### src/rtl/mem_wr_sink.sv
// mem_wr_sink: consumer of the memory write bus. Every qualified write lands
// in a 2**AW-entry register bank and is queued, in order, in a DEPTH-entry
// show-ahead FIFO that drains over a valid/ready stream. A registered
// readback port returns bank contents with one cycle of latency.
module mem_wr_sink #(
  parameter int BW    = 8,
  parameter int AW    = 2,
  parameter int DEPTH = 4
) (
  input  logic                       clk,
  input  logic                       rst,
  input  logic                       mem_wr_en,
  input  logic [AW-1:0]              mem_addr,
  input  logic [BW-1:0]              mem_data,
  input  logic [AW-1:0]              rd_addr,
  output logic [BW-1:0]              rd_data,
  output logic                       out_valid,
  input  logic                       out_ready,
  output logic [AW-1:0]              out_addr,
  output logic [BW-1:0]              out_data,
  output logic [$clog2(DEPTH):0]     fifo_count,
  output logic                       ovf,
  input  logic                       ovf_clr
);

  localparam int PW = $clog2(DEPTH);
  localparam int CW = PW + 1;
  localparam int RW = AW + BW;

  logic [BW-1:0] bank [2**AW];
  logic [RW-1:0] fifo_mem [DEPTH];
  logic [PW-1:0] wr_ptr;
  logic [PW-1:0] rd_ptr;

  logic          pop;
  logic          full;
  logic          accept;
  logic          drop;
  logic [PW-1:0] rd_ptr_nxt;
  logic [CW-1:0] remain;
  logic [CW-1:0] count_nxt;
  logic          head_load;
  logic [RW-1:0] head_nxt;

  assign out_valid = (fifo_count != '0);

  // Push/pop decisions and the record that becomes the head after this edge.
  always_comb begin
    pop        = out_valid && out_ready;
    full       = (fifo_count == CW'(DEPTH));
    // A full FIFO still takes the push when the head leaves in the same cycle.
    accept     = mem_wr_en && (!full || pop);
    drop       = mem_wr_en && full && !pop;
    rd_ptr_nxt = pop ? (rd_ptr + PW'(1)) : rd_ptr;
    remain     = fifo_count - CW'(pop);
    count_nxt  = remain + CW'(accept);
    head_load  = 1'b0;
    head_nxt   = {out_addr, out_data};
    if (remain != '0) begin
      // Entry at the new read pointer is older than any write this cycle.
      head_load = 1'b1;
      head_nxt  = fifo_mem[rd_ptr_nxt];
    end else if (accept) begin
      // FIFO drains to empty (or was empty): the incoming write becomes head.
      head_load = 1'b1;
      head_nxt  = {mem_addr, mem_data};
    end
  end

  // Register bank update and write-first readback.
  always_ff @(posedge clk or posedge rst) begin
    if (rst) begin
      for (int i = 0; i < 2**AW; i++) bank[i] <= '0;
      rd_data <= '0;
    end else begin
      if (mem_wr_en) bank[mem_addr] <= mem_data;
      if (mem_wr_en && (mem_addr == rd_addr)) rd_data <= mem_data;
      else                                    rd_data <= bank[rd_addr];
    end
  end

  // FIFO storage; contents are meaningless until pointed at, so no reset.
  always_ff @(posedge clk) begin
    if (accept) fifo_mem[wr_ptr] <= {mem_addr, mem_data};
  end

  // FIFO pointers, occupancy and registered head record.
  always_ff @(posedge clk or posedge rst) begin
    if (rst) begin
      wr_ptr     <= '0;
      rd_ptr     <= '0;
      fifo_count <= '0;
      out_addr   <= '0;
      out_data   <= '0;
    end else begin
      if (accept) wr_ptr <= wr_ptr + PW'(1);
      rd_ptr     <= rd_ptr_nxt;
      fifo_count <= count_nxt;
      if (head_load) {out_addr, out_data} <= head_nxt;
    end
  end

  // Sticky overflow flag; a drop in the same cycle wins over a clear.
  always_ff @(posedge clk or posedge rst) begin
    if (rst)          ovf <= 1'b0;
    else if (drop)    ovf <= 1'b1;
    else if (ovf_clr) ovf <= 1'b0;
  end

endmodule

### config.mk
export PLATFORM = sky130hd
export DESIGN_NAME = mem_wr_sink
export DESIGN_NICKNAME = d
export VERILOG_FILES = /design/src/rtl/mem_wr_sink.sv
export SDC_FILE = /design/constraint.sdc
export NUM_CORES = 1
export LEC_CHECK = 0
export ABC_CLOCK_PERIOD_IN_PS = 3100
export BUFFER_PORTS_ARGS = -buffer_cell sky130_fd_sc_hd__buf_2
export CORE_MARGIN = 5
export CORE_UTILIZATION = 40
export DETAILED_ROUTE_END_ITERATION = 8
export PLACE_DENSITY = 0.68
export SYNTH_ARGS = -nofsm -noshare
export SYNTH_HDL_FRONTEND = slang
export SYNTH_SLANG_ARGS = --single-unit
### constraint.sdc
create_clock -name clk -period 3.1 [get_ports clk]
set_input_delay 0.31 -clock clk [delete_from_list [all_inputs] [get_ports clk]]
set_output_delay 0.31 -clock clk [all_outputs]
set_load 0.02 [all_outputs]
# After elaboration in Yosys (flattened, before gate mapping)
# Memory sizes are Yosys's and may differ from the RTL's.
# Cells that the tools add are included.
# totals
mem_bits_rw	40
in_bits	17
n_memories	1
ff_bits	58
word_cells	52
# memory_table
name	depth	width	read_ports	rd_clocked_by_memory_dff	write_ports	line	source
fifo_mem	4	10	1	0	1	31	logic [RW-1:0] fifo_mem [DEPTH];
# op_classes
bitwise	2
magnitude_cmp	3
reduce_logical	14
mux	15
n_addsub	4
eq_ne	2
# op_table
operator	n
bitwise mux 32 bit	1
2-to-1 mux 8 bit	4
2-to-1 mux 10 bit	2
binary-select mux 8 bit (select 2 bit)	1
demux 8 bit (select 2 bit)	1
greater-or-equal comparator 3 bit, second input constant	2
logical AND 1 bit	6
NOT 2 -> 3 bit	2
nonzero test 3 bit	2
2-to-1 mux 1 bit	5
adder 2 x 1 -> 2 bit, second input constant	2
nonzero test 2 bit	2
adder 3 x 1 -> 3 bit	1
equality test 3 bit, second input constant	1
< comparator 3 x 1 -> 1 bit, second input constant	1
subtractor 3 x 1 -> 3 bit	1
equality test 2 bit	1
logical NOT 1 bit	2
2-to-1 mux 2 bit	1
AND reduction 2 bit	1
logical OR 1 bit	1

# Longest topological paths before layout
# Gate-level depths: netlist of the first run.
# logic_depth
ltp_word	7
depth_mapped	10

# Least setup slack after synthesis of the first run
# Ideal clock, no wire load.
# synth_path
path_type	register to register
start	reg fifo_count[0]
end	reg out_data[2]
path_buffers	3
t_required_ns	2.972
path_slack_ns	0.621
arrival_ns	2.351
period_less_slack_ns	2.479
setup_time_ns	0.128
stages_incl_launch_ff	11
path_cell_list	dfrtp_1 o31a_1 clkbuf_1 clkbuf_1 ha_1 ha_1 xnor2_1 nand3_1 buf_2 nand4_1 o22ai_1
# synth_via
elab_chain_len	7
elab_cells_between_ends	15
classes_between	add/sub: 1; eq/ne: 1; mux: 4; reduce/logical: 8; memory: 1
# synth_rtl
element	line	source
start: declaration	21	output logic [$clog2(DEPTH):0] fifo_count,
start signal: assignment	98	fifo_count <= count_nxt;
parallel branches: the longest is 7 deep, another holds subtractor 3 x 1 -> 3 bit	-	
end signal: assignment	99	if (head_load) {out_addr, out_data} <= head_nxt;
end: declaration	20	output logic [BW-1:0] out_data,
# Parallel ways; which one is timed is not known.
# A chain may end at the register's enable or synchronous reset.

# Worst setup path in the final report of the first run
# layout_path
start	reg fifo_count[0]
end	reg out_data[3]
# The elaborated chain is that of the path after synthesis.

==> results of run 1 <==
stage by stage:
| step | utilization | hold slack [ns] |
|---|---|---|
| CTS | 0.4640 | 0.1643 |
| finish | 0.4640 | 0.1661 |
| global route | 0.4640 | 0.1668 |
| global placement | 0.4400 | 0.4820 |
| detailed placement | 0.4400 | 0.4874 |
| floorplan | - | 0.4089 |
metal layers:
layer,up-vias,global-route usage
met4,0,0.03712
met3,8,0.03420
li1,1296,-
met5,-,0
met1,1412,0.2024
met2,61,0.2418
kinds of logic (layout without fill, tap and decap cells):
| family | count (synthesis) | in the layout | synth area share |
|---|---|---|---|
| AOI/OAI and AO/OA | 45 | 45 | 0.07386 |
| xor gates and xnor gates | 7 | 7 | 0.01522 |
| adders and majority gates | 8 | 8 | 0.02213 |
| buffers and inverters | 42 | 82 | 0.04288 |
| DFF | 98 | 98 | 0.5864 |
| muxes | 58 | 58 | 0.1615 |
| and+or+nand+nor | 66 | 66 | 0.09792 |
registers in the layout, indices dropped and copies added (netlist names):
name        cells
rd_ptr          2
rd_data         8
wr_ptr          2
bank           32
out_data        8
fifo_mem       40
fifo_count      3
ovf             1
out_addr        2
final timing paths:
check,startpoint,end
hold / removal,ovf_clr,ovf
hold reg to reg,bank[15],bank[15]
setup reg to reg,fifo_count[0],out_data[3]
max in group asynchronous,rst,out_data[1]
setup / recovery,fifo_count[0],out_data[3]
min in group asynchronous,rst,bank[10]
Yosys cell counts:
library cell	instances	area (sq um)
a2111oi_0	4	35.03
a2111oi_1	8	80.08
a2111oi_2	1	15.01
a211oi_1	10	75.07
and2_1	4	25.02
and3_1	1	6.260
buf_2	4	20.02
buf_4	1	7.510
buf_6	3	33.78
clkbuf_1	11	41.29
clkbuf_2	2	10.01
dfrtp_1	58	1451
edfxtp_1	40	1201
ha_1	8	100.1
inv_1	20	75.07
inv_4	1	6.260
mux2_2	40	450.4
mux2i_1	10	100.1
mux4_2	8	180.2
nand2_1	3	11.26
nand2b_1	2	12.51
nand3_1	3	15.01
nand3b_1	2	15.01
nand4_1	9	56.30
nor2b_1	2	12.51
nor3b_1	18	135.1
nor3b_2	1	12.51
nor4b_1	2	17.52
o21ai_0	11	55.05
o22ai_1	9	56.30
o311ai_1	1	8.760
o31a_1	1	8.760
or3_1	18	112.6
or3_4	1	11.26
xnor2_1	5	43.79
xor2_1	1	8.760
xor2_2	1	16.27
area by class of cell:
cell class | count | share of cell area
flip-flops and latches | 98 | 0.5205
clock inverters | 4 | 0.005401
clock buffers | 12 | 0.04640
multi-input cells | 184 | 0.3302
inverters | 21 | 0.01596
repair buffers | 45 | 0.04714
well taps | 140 | 0.03437
power by group through the flow:
stage,sequential (mW),combinational [mW],clock [mW]
floorplan,2.01,1.07,0
global placement,1.93,1.55,0
detailed placement,1.94,1.58,0
CTS,1.92,1.59,1.03
global route,1.97,1.74,1.09
finish,1.92,1.57,1.01
critical path: stages, from the launching register on:
cell	delay (ns)
dfrtp_1	0.46
o31a_1	0.36
ha_1	0.19
ha_1	0.19
xnor2_1	0.27
nand3_1	0.55
buf_4	0.35
o22ai_1	0.11
==> flow_summary.toml, run 1 <==
[cells_and_area]
multiInputGateArea_sq_mm = 0.001683
ff_latch_area_sq_mm = 0.002653
n_fill_cell = 979
layout.nets = 384
diodes = 0
drive_gt1_frac = 0.3104
syn2layout_area_growth_pct = 12.67
fin_area_sq_mm = 0.005096
final_common_cell = "dfrtp_1"
final_cell_mix = "dfrtp_1, mux2_2, edfxtp_1, buf_2, inv_1"
fin_cells = 504

[global_route]
antenna_found_initial = 0
grt_pass1_vias = 2845
grt_pass1_wl_um = 15210
track_usage = 0.1485
grt_max_degree = 59
globalRouteOverflowTotal = 0

[yosys]
synth_cell_type_count = 37
synthesis.nets = 349
synth_seq_cells = 98
yosysWarnings = 0
ys_seq_area_frac = 0.5864
synth.avg_cell_area_sq_um = 13.96
netlist_instances = 324
netlist_area_sq_mm = 0.004523

[power]
switching_share = 0.3547
total_power_mw = 4.503
p_switching_mw = 1.597
clkPwrFrac = 0.224
p_leak_nw = 1.999
pwr-share-comb = 0.349
power_density_mw_per_mm2 = 883.6
vdd_drop_max_mv = 0.5546
power.share.sequential = 0.427
internal_power_mw = 2.906

[setup_path]
cp_max_fo = 17
crit_arrival_ns = 2.83
reg2regPathDepth = 7
ff2ff_setup_slack_ns = 0.53
setup.worst_path.class = "flip-flop to flip-flop"
crit_required_ns = 3.35
critPathLaunchType = "flip-flop"
critPathCaptureType = "flip-flop"

[clocking]
cts_sinks = 98
cts_root_buf = "clkbuf_16"
cts_tree = "yes"
cts_resized = 0
clk_pin_slew_worst_paths_ns = 0.07
numCtsBuffers = 9
clk_latency_ns = 0.34
htreeDepth = 3
clock_path_buffers = 2
ctsHoldBuffers = 0
cts_setup_buffers = 0

[timing]
fin_skew_ns = 0.005329
period_needed_ns = 2.575
worst_pin_slew_ns = 0.8865
slew_headroom = 0.4078
finalSetupTns_ns = 0
finalCritPeriodShare = 0.8306
rsz0062_at_grt = "no"
setup_viol = 0
fmax_mhz = 388.4
finalMaxSlewViolations = 0
finalHoldViolCount = 0
setup_ws_ns = 0.5250

[routing]
route.detailed.drc = 0
avgViaCountPerCell = 5.510
wl_per_cell_um = 18.36
drt-total-wl_um = 9254
highest_layer = "met4"
wl_met1_um = 4183
wl_met2_um = 4538
drt-initial-drc-count = 179
route.met3.wl_um = 448
detail-route-antenna-nets = 0
firstDrtPassIters = 4
dr_total_vias = 2777

[floorplanning]
fp.coreArea_sq_mm = 0.01098
die_w_um = 116.3
die_area_sq_mm = 0.01353
die_y_um = 116.3
rows = 38
initial_core_util = 0.4118
io_pins = 40

[run_status]
status = "finished, final reports clean"

[place]
place_inst = 488
place_area_sq_mm = 0.004832
gp_congestion = 0.7553
io_buffer_count = 39
dp_slack_ns = 0.5483
dp_hpwl_um = 6261

[hold_path]
whs_path_depth = 2
hold_class = "input port to flip-flop"

[flow_run]
drv_cap = 0
(Power assumes the default switching activity.)
==> run 2: changes to the inputs <==
- ABC_CLOCK_PERIOD_IN_PS: 3100 -> 2300
- PLACE_DENSITY: 0.68 -> 0.7
- clock period: 3.1 -> 2.3 ns (I/O delays scaled with it)
==> run 2 against run 1 <==
  * Sequential share of layout area shrank 0.58 points
  * Cell area up 1.2%
  * Final cell count is 0.40% higher
  * Register-to-register slack got worse by 0.38 ns
  * Via count grew 1.4%
  * Core utilization increased by 0.57 points
  * Clock skew rose by 0.0012 ns
  * Combinational power rose by 44%
  * Clock power is 40% higher
  * Setup slack lost 0.38 ns
  * Clock-buffer cell count shrank 3
  * Critical endpoint is now out_data[1]
  * Largest cell class unchanged
  * Highest routed layer unchanged
==> flow_summary.toml, run 2 (synthesis gave the netlist of run 1 again) <==
[global_route]
grt_pass1_vias = 2941
grt_max_degree = 59
antenna_found_initial = 0
track_usage = 0.1540
grt_pass1_wl_um = 15680
globalRouteOverflowTotal = 0

[clocking]
clk_latency_ns = 0.34
cts_resized = 0
numCtsBuffers = 9
cts_root_buf = "clkbuf_16"
ctsHoldBuffers = 0
htreeDepth = 3
cts_sinks = 98
clk_pin_slew_worst_paths_ns = 0.07
cts_setup_buffers = 0
clock_path_buffers = 2
cts_tree = "yes"

[setup_path]
crit_required_ns = 2.52
reg2regPathDepth = 7
crit_arrival_ns = 2.37
cp-endpoint = "out_data[1]"
critPathCaptureType = "flip-flop"
ff2ff_setup_slack_ns = 0.15
setup.worst_path.class = "flip-flop to flip-flop"
crit_start = "fifo_count[0]"
critPathLaunchType = "flip-flop"
cp_max_fo = 7
r2r_end = "out_data[1]"
r2r-start = "fifo_count[0]"

[timing]
fmax_mhz = 464.7
finalMaxSlewViolations = 0
setup_viol = 0
worst_pin_slew_ns = 0.8542
fin_skew_ns = 0.006530
finalHoldViolCount = 0
finalCritPeriodShare = 0.9357
rsz0062_at_grt = "no"
finalSetupTns_ns = 0
slew_headroom = 0.4293
period_needed_ns = 2.152

[power]
vdd_drop_max_mv = 0.5188
total_power_mw = 6.240
power_density_mw_per_mm2 = 1210
p_leak_nw = 2.021

[routing]
highest_layer = "met4"
drt-total-wl_um = 9620
wl_met2_um = 4924
route.met3.wl_um = 538
drt-initial-drc-count = 196
route.detailed.drc = 0
firstDrtPassIters = 4
wl_per_cell_um = 19.01
wl_met1_um = 4077
avgViaCountPerCell = 5.567
dr_total_vias = 2817
detail-route-antenna-nets = 0

[floorplanning]
die_area_sq_mm = 0.01353
initial_core_util = 0.4118
fp.coreArea_sq_mm = 0.01098
die_w_um = 116.3
rows = 38
io_pins = 40
die_y_um = 116.3

[place]
dp_hpwl_um = 6706
place_area_sq_mm = 0.004875
place_inst = 490
gp_congestion = 0.7915
io_buffer_count = 39

[cells_and_area]
drive_gt1_frac = 0.3361
fin_cells = 506
top_regs = "fifo_mem: 40 flops, bank: 32 flops"
top_register = "fifo_mem"
fin_area_sq_mm = 0.005159
largest_reg_flops = 40
layout.nets = 386
syn2layout_area_growth_pct = 14.05
final_common_cell = "dfrtp_1"
final_cell_mix = "dfrtp_1, mux2_2, edfxtp_1, buf_2, inv_1"
diodes = 0

[hold_path]
hold_class = "input port to flip-flop"

[run_status]
status = "finished, final reports clean"

[flow_run]
drv_cap = 0
## run 2: cell count changes in the layout (fill, tap and decap cells not counted), sizes merged
| cell | before | now |
|---|---|---|
| inv | 23 | 24 |
| clkbuf | 12 | 9 |
| buf | 45 | 47 |
| clkinv | 1 | 3 |
## run 2: layout make-up
type | instances | area, sq um
Clock inverter | 7 | 51.30
Clock buffer | 9 | 225.2
Multi-Input combinational cell | 184 | 1715
Tap cell | 140 | 175.2
Fill cell | 971 | 5824
Inverter | 21 | 81.33
Timing Repair Buffer | 47 | 255.2
Sequential cell | 98 | 2655
## run 2: power by group
part | total (mW) | internal [mW] | switching [mW]
Sequential | 2.57 | 2.30 | 0.270
Clock | 1.41 | 0.741 | 0.668
Combinational | 2.26 | 0.928 | 1.34
Total | 6.24 | 3.97 | 2.27
## run 2: how the worst min path moves through the flow
stage | startpoint | endpoint | slack (ns) | cells after the start
after floorplan | mem_data[0] | fifo_mem[0][0] | 0.33 | 0
after global placement | ovf_clr | ovf | 0.43 | 2
after detailed placement | ovf_clr | ovf | 0.44 | 2
after CTS | ovf_clr | ovf | 0.07 | 2
after global routing | ovf_clr | ovf | 0.08 | 2
final | ovf_clr | ovf | 0.08 | 2
## run 2: through the flow
stage               setup WS, ns    util  hold WS, ns
finish                    0.1480  0.4697      0.07832
global route             0.05751  0.4697      0.08279
CTS                      0.08722  0.4690      0.06571
detailed placement        0.1052  0.4438       0.4408
global placement          0.1972  0.4438       0.4282
floorplan               0.003067       -       0.3289
## run 2: worst max-delay path, stage by stage, from the launching register on
cell and delay [ns]:
dfrtp_2 0.46, o31a_1 0.34, ha_1 0.20, ha_1 0.22, xnor2_2 0.19, and3_4 0.19
a2111oi_2 0.35, a211oi_1 0.09
## run 2: layer usage
layer	vias to the layer above	track usage
li1	1300	-
met1	1426	0.1956
met2	83	0.2597
met3	8	0.03990
met4	0	0.04640
met5	-	0
